--- config.mk ---
export PLATFORM = sky130hd
export DESIGN_NAME = nibble_serial_adder
export DESIGN_NICKNAME = d
export VERILOG_FILES = /design/src/rtl/sap_pkg.sv /design/src/rtl/fba.sv /design/src/rtl/nibble_serial_adder.sv
export SDC_FILE = /design/constraint.sdc
export NUM_CORES = 1
export LEC_CHECK = 0
export BUFFER_PORTS_ARGS = -buffer_cell sky130_fd_sc_hd__buf_2
export CORE_MARGIN = 2
export CORE_UTILIZATION = 45
export CTS_CLUSTER_SIZE = 14
export DETAILED_ROUTE_END_ITERATION = 6
export GPL_TIMING_DRIVEN = 0
export MAX_ROUTING_LAYER = met4
export PLACE_DENSITY_LB_ADDON = 0.15
export SKIP_LAST_GASP = 1
export SYNTH_ARGS = -nofsm -noshare
export SYNTH_HDL_FRONTEND = slang
export SYNTH_HIERARCHICAL = 1
export SYNTH_SLANG_ARGS = --single-unit
export TNS_END_PERCENT = 1
--- constraint.sdc ---
create_clock -name CLK -period 4.65 [get_ports CLK]
set_input_delay 0.93 -clock CLK [delete_from_list [all_inputs] [get_ports CLK]]
set_output_delay 0.93 -clock CLK [all_outputs]
set_load 0.005 [all_outputs]
--- src/rtl/sap_pkg.sv ---
// Shared constants and types for the SAP multi-nibble adder-subtracter path.
package sap_pkg;

    localparam int NIBBLE_W = 4;

    typedef enum logic [1:0] {IDLE, RUN, FIN} add_state_t;

    // Width of the nibble index; never narrower than one bit.
    function automatic int idx_w(input int nibbles);
        return (nibbles <= 1) ? 1 : $clog2(nibbles);
    endfunction

endpackage

--- src/rtl/fba.sv ---
// Four-bit adder slice: SUM/CARRY = A + B + C.
module fba (
    input  logic [3:0] A,
    input  logic [3:0] B,
    input  logic       C,
    output logic [3:0] SUM,
    output logic       CARRY
);

    logic [4:0] total;

    always_comb begin
        total = {1'b0, A} + {1'b0, B} + {4'b0000, C};
    end

    assign SUM   = total[3:0];
    assign CARRY = total[4];

endmodule

--- src/rtl/nibble_serial_adder.sv ---
// Multi-cycle adder-subtracter that streams operands LSB-nibble first
// through a single fba slice, chaining the carry between cycles.
module nibble_serial_adder
    import sap_pkg::*;
#(
    parameter int NIBBLES = 2
) (
    input  logic                          CLK,
    input  logic                          CLR_N,
    input  logic                          START,
    input  logic                          SUB,
    input  logic [NIBBLE_W*NIBBLES-1:0]   A_IN,
    input  logic [NIBBLE_W*NIBBLES-1:0]   B_IN,
    output logic                          BUSY,
    output logic                          DONE,
    output logic [NIBBLE_W*NIBBLES-1:0]   RESULT,
    output logic                          COUT,
    output logic                          OVF,
    output logic                          ZERO
);

    localparam int WIDTH = NIBBLE_W * NIBBLES;
    localparam int IW    = idx_w(NIBBLES);

    add_state_t          state;
    logic [IW-1:0]       idx;
    logic                carry;
    logic [WIDTH-1:0]    a_q;
    logic [WIDTH-1:0]    b_q;

    logic [NIBBLE_W-1:0] a_nib;
    logic [NIBBLE_W-1:0] b_nib;
    logic [NIBBLE_W-1:0] sum;
    logic                cy;
    logic [WIDTH-1:0]    res_next;
    logic                last;

    always_comb begin
        a_nib    = a_q[NIBBLE_W*idx +: NIBBLE_W];
        b_nib    = b_q[NIBBLE_W*idx +: NIBBLE_W];
        res_next = RESULT;
        res_next[NIBBLE_W*idx +: NIBBLE_W] = sum;
        last     = (idx == IW'(NIBBLES - 1));
    end

    fba u_fba (
        .A     (a_nib),
        .B     (b_nib),
        .C     (carry),
        .SUM   (sum),
        .CARRY (cy)
    );

    always_ff @(posedge CLK or negedge CLR_N) begin
        if (!CLR_N) begin
            state  <= IDLE;
            idx    <= '0;
            carry  <= 1'b0;
            a_q    <= '0;
            b_q    <= '0;
            BUSY   <= 1'b0;
            DONE   <= 1'b0;
            RESULT <= '0;
            COUT   <= 1'b0;
            OVF    <= 1'b0;
            ZERO   <= 1'b0;
        end else begin
            case (state)
                IDLE, FIN: begin
                    DONE <= 1'b0;
                    if (START) begin
                        // B is pre-inverted and carry-in set so subtraction is A + ~B + 1.
                        a_q   <= A_IN;
                        b_q   <= SUB ? ~B_IN : B_IN;
                        carry <= SUB;
                        idx   <= '0;
                        BUSY  <= 1'b1;
                        state <= RUN;
                    end else begin
                        BUSY  <= 1'b0;
                        state <= IDLE;
                    end
                end
                RUN: begin
                    RESULT <= res_next;
                    carry  <= cy;
                    if (last) begin
                        COUT  <= cy;
                        OVF   <= (a_q[WIDTH-1] == b_q[WIDTH-1]) &&
                                 (res_next[WIDTH-1] != a_q[WIDTH-1]);
                        ZERO  <= (res_next == '0);
                        BUSY  <= 1'b0;
                        DONE  <= 1'b1;
                        state <= FIN;
                    end else begin
                        idx   <= idx + 1'b1;
                    end
                end
                default: begin
                    BUSY  <= 1'b0;
                    DONE  <= 1'b0;
                    state <= IDLE;
                end
            endcase
        end
    end

endmodule

== Word-level counts from Yosys, hierarchy flattened ==
Cells that the tools add are included.

* Add/sub/neg operators: 4
* $mul: 0
* Divide/modulo/power cells: 0
* Order comparisons: 0
* Eq/ne operators: 6
* Shift-type cells: 4
* Multiplexer cells: 15
* Bitwise operators: 1
* Reductions and logical operators: 8

{| class="wikitable"
|+ Operator list
! kind !! number
|-
| negator 3 -> 34 bit || 1
|-
| variable shift 4 x 34 -> 8 bit, first input constant || 1
|-
| indexed part select 4 x 34 -> 8 bit || 1
|-
| indexed part select 8 x 4 -> 4 bit || 2
|-
| bitwise mux 8 bit || 1
|-
| logical NOT 8 bit || 1
|-
| 2-to-1 mux 1 bit || 8
|-
| 2-to-1 mux 8 bit || 1
|-
| NOT 8 bit || 1
|-
| one-hot mux 1 bit (2 select lines) || 3
|-
| AND reduction 2 bit || 3
|-
| adder 4 x 4 -> 5 bit || 1
|-
| adder 5 x 1 -> 5 bit || 1
|-
| != test 2 bit, second input constant || 2
|-
| one-hot mux 2 bit (2 select lines) || 1
|-
| equality test 2 x 1 -> 1 bit, second input constant || 1
|-
| equality test 2 bit, second input constant || 1
|-
| logical NOT 2 bit || 1
|-
| 2-to-1 mux 2 bit || 1
|-
| nonzero test 2 bit || 1
|-
| OR reduction 2 bit || 1
|-
| adder 1 bit, second input constant || 1
|-
| equality test 1 bit || 1
|-
| logical AND 1 bit || 1
|-
| != test 1 bit || 1
|}

* Register bits: 33
* Bits in latches: 0
* RAM bits: 0
* Memory bits (read-only): 0
* Input port bits: 20
* Logic and storage cells: 49
* Memories: 0

== Depth between registers and ports, before layout ==
* Depth after elaboration: 7
* Mapped depth: 10

== Cells and area by module ==
Netlist, hierarchy kept.

{| class="wikitable"
|+ By module, submodules not included
! module !! times used !! cells an instance !! area each (um^2) !! sequential area each (um^2)
|-
| nibble_serial_adder || 1 || 110 || 1,433.9 || 800.8
|-
| fba || 1 || 16 || 143.9 || 0.0
|}

== Worst setup path before layout ==
No wires, ideal clock.

* Path kind: reg2reg
* Start point: reg idx
* End point: reg ZERO
* Library setup time: 0.083 ns
* Data arrival time: 2.221 ns
* Required time: 4.567 ns
* Slack: 2.346 ns
* Cell stages (with the launch flop): 10
* Buffers on the path: 1
* Clock period less this slack: 2.304 ns
* Path through: dfrtp_1 -> buf_4 -> mux2_2 -> fa_1 -> a21o_1 -> a21oi_2 -> xnor2_1 -> nor4_1 -> nand2_1 -> o21ai_0

* Cells in the longest elaborated chain, start to end: 6

{| class="wikitable"
|+ Ends and longest elaborated chain
! element !! RTL line !! source
|-
| start: declaration || nibble_serial_adder.sv:26 || <nowiki>logic [IW-1:0] idx;</nowiki>
|-
| start signal: assignment || nibble_serial_adder.sv:96 || <nowiki>idx <= idx + 1'b1;</nowiki>
|-
| indexed part select 8 x 4 -> 4 bit || nibble_serial_adder.sv:39 || <nowiki>a_nib = a_q[NIBBLE_W*idx +: NIBBLE_W];</nowiki>
|-
| named net a_nib[0] || nibble_serial_adder.sv:31 || <nowiki>logic [NIBBLE_W-1:0] a_nib;</nowiki>
|-
| adder 4 x 4 -> 5 bit || fba.sv:13 || <nowiki>total = {1'b0, A} + {1'b0, B} + {4'b0000, C};</nowiki>
|-
| adder 5 x 1 -> 5 bit || fba.sv:13 ||
|-
| named net sum[3] || nibble_serial_adder.sv:33 || <nowiki>logic [NIBBLE_W-1:0] sum;</nowiki>
|-
| indexed part select 4 x 34 -> 8 bit || nibble_serial_adder.sv:42 || <nowiki>res_next[NIBBLE_W*idx +: NIBBLE_W] = sum;</nowiki>
|-
| bitwise mux 8 bit || nibble_serial_adder.sv:42 ||
|-
| logical NOT 8 bit || nibble_serial_adder.sv:91 || <nowiki>ZERO <= (res_next == '0);</nowiki>
|-
| end signal: assignment || nibble_serial_adder.sv:91 ||
|-
| end: declaration || nibble_serial_adder.sv:19 || <nowiki>output logic ZERO</nowiki>
|}

The timed path passes the listed nets, and every way through them passes these cells.
A chain may end at the register's enable or synchronous reset.

== Worst setup path in the final report ==
Ends and elaborated chain as after synthesis.

==> results by group <==
Logic synthesis
  • Cells after Synth: 126
  • Synth area leader: dfrtp_1
  • Flops & latches, synth: 32
  • Synth Warn #: 6
  • Post-synthesis sequential area ratio: 0.508
  • Compound-Gate Fraction of Synth Area: 0.0642
  • Synth top area cells: dfrtp_1 (51%), mux2_2 (16%), xnor2_1 (5.6%)
  • Main combinational cell family by area after synthesis: multiplexers
  • Syn avg cell area: between 10 and 15 sq um
  • Synth top area share: 0.508
  • Syn nets: 151
  • Yosys cell types: 24
  • Adder-cell area share of the yosys netlist: 0.0492
  • Xor/xnor share of the synthesized area: 0.0555
  • Synth Area in Simple Gates: 0.0904
  • Syn Std Cell Area: 0.00158 sq mm
  • Mux contribution to synthesized area: 0.190

Routing
  • Drt initial violations: 54
  • Post-DRT Antenna Nets: 0
  • Drt pass-1 iters: 4
  • DRT Wirelength: 2660 um
  • Routed WL per cell: between 10 and 15 um
  • Post-DR vias/cell: 4.85
  • Via count: roughly 1000
  • Remaining DRCs: 0

STA
  • Post-route setup TNS: 0 ns
  • Worst Clk Skew: 0.00560 ns
  • WHS: 0.485 ns
  • Setup Viol. Count Final: 0
  • Unrepaired setup endpoints after global routing: no
  • Crit share post-route: 0.559
  • Min Tclk post-route: around 2.6 ns
  • Actual slew at the worst max-slew pin: 0.701 ns
  • Slew Limit Fails: 0
  • Highest clock rate: 385 MHz
  • Max_slew headroom: 0.532
  • Final hold violation count: 0
  • PnR worst setup slack: 2.05 ns

Final layout
  • Antenna Diode Count: 0
  • Final instance area: 0.00185 sq mm
  • Fin nets: 189
  • Fin util: 0.551
  • Area growth from synthesis to layout: 17.4%
  • Layout cells sized above 1: 0.436
  • Most frequent cells in the layout: dfrtp_1 (32), buf_2 (32), mux2_2 (23), nand2_1 (14), o21ai_0 (12)

Placed design
  • PortBufs: 31
  • Placed instance area: 0.00179 sq mm
  • Pre-CTS WS: 2.03 ns
  • GPL Wtd Cong: around 0.73
  • DP HPWL: 1980 um

Critical path
  • Worst path slowest cell: fa_1
  • CP Data Required Time: between 4 and 5 ns
  • Critical R2R Launch: idx$_DFFE_PN0P_
  • Crit end category: flip-flop
  • WS Path Type: flip-flop to flip-flop
  • R2R Setup Slk: 2.05 ns
  • CP Launch Type: flip-flop
  • Slowest Stage Delay on Critical Path: 0.45 ns
  • Critical Path Source: idx$_DFFE_PN0P_
  • Reg2reg end: ZERO$_DFFE_PN0P_
  • Reg2reg path depth: 9
  • CP cell instances: buf_4 > mux2_2 > fa_1 > a21o_1 > a21oi_2 > xnor2_1 > nor4_1 > nand2_1 > o21ai_0
  • Worst setup endpoint: ZERO$_DFFE_PN0P_
  • Crit path DAT: 2.86 ns
  • Crit Path Max Fanout: 10

Global route
  • Vias in the first global route: a little over 1000
  • Total Routing Usage GR: 0.160
  • Initial antenna violation count: 0
  • Largest net degree at the start of global routing: 33
  • First-pass GRT wire length: 4690 um
  • GR Overflow Total: 0

Clock tree
  • Clock Latency Late Sink: between 0.3 and 0.4 ns
  • Setup Fix Bufs, Post-CTS: 0
  • Clock transition at path regs: 0.10 ns
  • CTS Hold Bufs: 0
  • Clock Sinks: 32
  • CTS buffer count: 5
  • Max Root-Sink Buffers: 2
  • Number of cells upsized or downsized after cts: 0
  • CTS tree: yes
  • H-tree depth: 2
  • Clk root buf: clkbuf_4

Die
  • Core area: 0.00336 sq mm
  • Initial Util: 0.469
  • Die Ht: 63.2 um
  • I/O pins: 33
  • Rows: 21
  • Die width: 63.2 um
  • Die ar.: roughly 0.0040 sq mm

Power
  • Power Dens Cells: between 700 and 800 mW/mm^2
  • Static leakage: just under 0.9 nW
  • Max rail drop VDD: 0.000284 V

Run
  • Max Cap Viol: 0

Worst hold path
  • Worst hold path type: flip-flop to flip-flop

Outcome
  • Status: complete, no violations
-- where the power goes --
part	total [W]	switching (W)	internal (W)
combinational	0.000774	0.000368	0.000406
clock	0.000164	0.0000919	0.0000718
sequential	0.000502	0.0000849	0.000417
-- per-layer routing --
metal / global-route usage / up-vias / wire, um
met4: 0.0734 / 0 / 33
li1: - / 504 / -
met2: 0.270 / 30 / 1310
met5: - / - / 0
met1: 0.173 / 483 / 1150
met3: 0.0518 / 6 / 173
-- cell families after synthesis --
logic type               Yosys count
flip-flops                        32
multiplexers                      26
AND/OR/NAND/NOR                   24
AO/OA/AOI/OAI                     18
buffers and inverters             11
XOR/XNOR                          10
adder cells (fa/ha/maj)            5
-- stage by stage --
step	std cells	power, W
global placement	203	0.00127
detailed placement	203	0.00129
CTS	211	0.00146
floorplan	126	0.00108
finish	211	0.00144
global route	211	0.00158
-- state kept, by name, indices dropped and copies added (netlist names) --
register	cells
a_q	8
carry	1
BUSY	1
COUT	1
RESULT	8
OVF	1
DONE	1
ZERO	1
b_q	8
idx	1
state	1
-- cell usage after synthesis, drive strengths merged --
| master | n |
|---|---|
| buf | 5 |
| ha | 3 |
| a21oi | 3 |
| mux2i | 1 |
| nor4 | 2 |
| a211oi | 1 |
| fa | 2 |
| xnor2 | 10 |
| nand2 | 14 |
| o21ai | 12 |
| dfrtp | 32 |
| nand3b | 1 |
| inv | 6 |
| nor3b | 2 |
| nand2b | 2 |
| a21o | 2 |
| mux2 | 25 |
| nor2b | 3 |
-- worst min path at each step --
stage,startpoint,to,slack (ns),depth (start not counted)
2_1_floorplan,b_q[4]$_DFFE_PN0P_,b_q[4]$_DFFE_PN0P_,0.44,2
5_1_grt,b_q[0]$_DFFE_PN0P_,b_q[0]$_DFFE_PN0P_,0.50,2
3_3_place_gp,b_q[0]$_DFFE_PN0P_,b_q[0]$_DFFE_PN0P_,0.46,2
3_5_place_dp,b_q[0]$_DFFE_PN0P_,b_q[0]$_DFFE_PN0P_,0.47,2
4_1_cts,b_q[0]$_DFFE_PN0P_,b_q[0]$_DFFE_PN0P_,0.49,2
6_report,b_q[0]$_DFFE_PN0P_,b_q[0]$_DFFE_PN0P_,0.49,2
-- critical path: cells and delay by family (launching register included) --
family | cells | cell delay [ns]
compound gates | 3 | 0.53
xor+xnor | 1 | 0.16
flops | 1 | 0.40
mux | 1 | 0.37
simple gates | 2 | 0.41
fa+ha+maj | 1 | 0.45
buf+inv | 1 | 0.22
-- final cells by class --
class / count / area, sq um
inverters: 6 / 22.5
well taps: 46 / 57.6
clock inverters: 2 / 10.0
clock buffers: 6 / 51.3
multi-input cells: 83 / 708
repair buffers: 31 / 155
plain buffers: 5 / 46.3
fillers: 334 / 1510
flip-flops and latches: 32 / 801
Note: power is estimated with default switching activity, not from simulation.
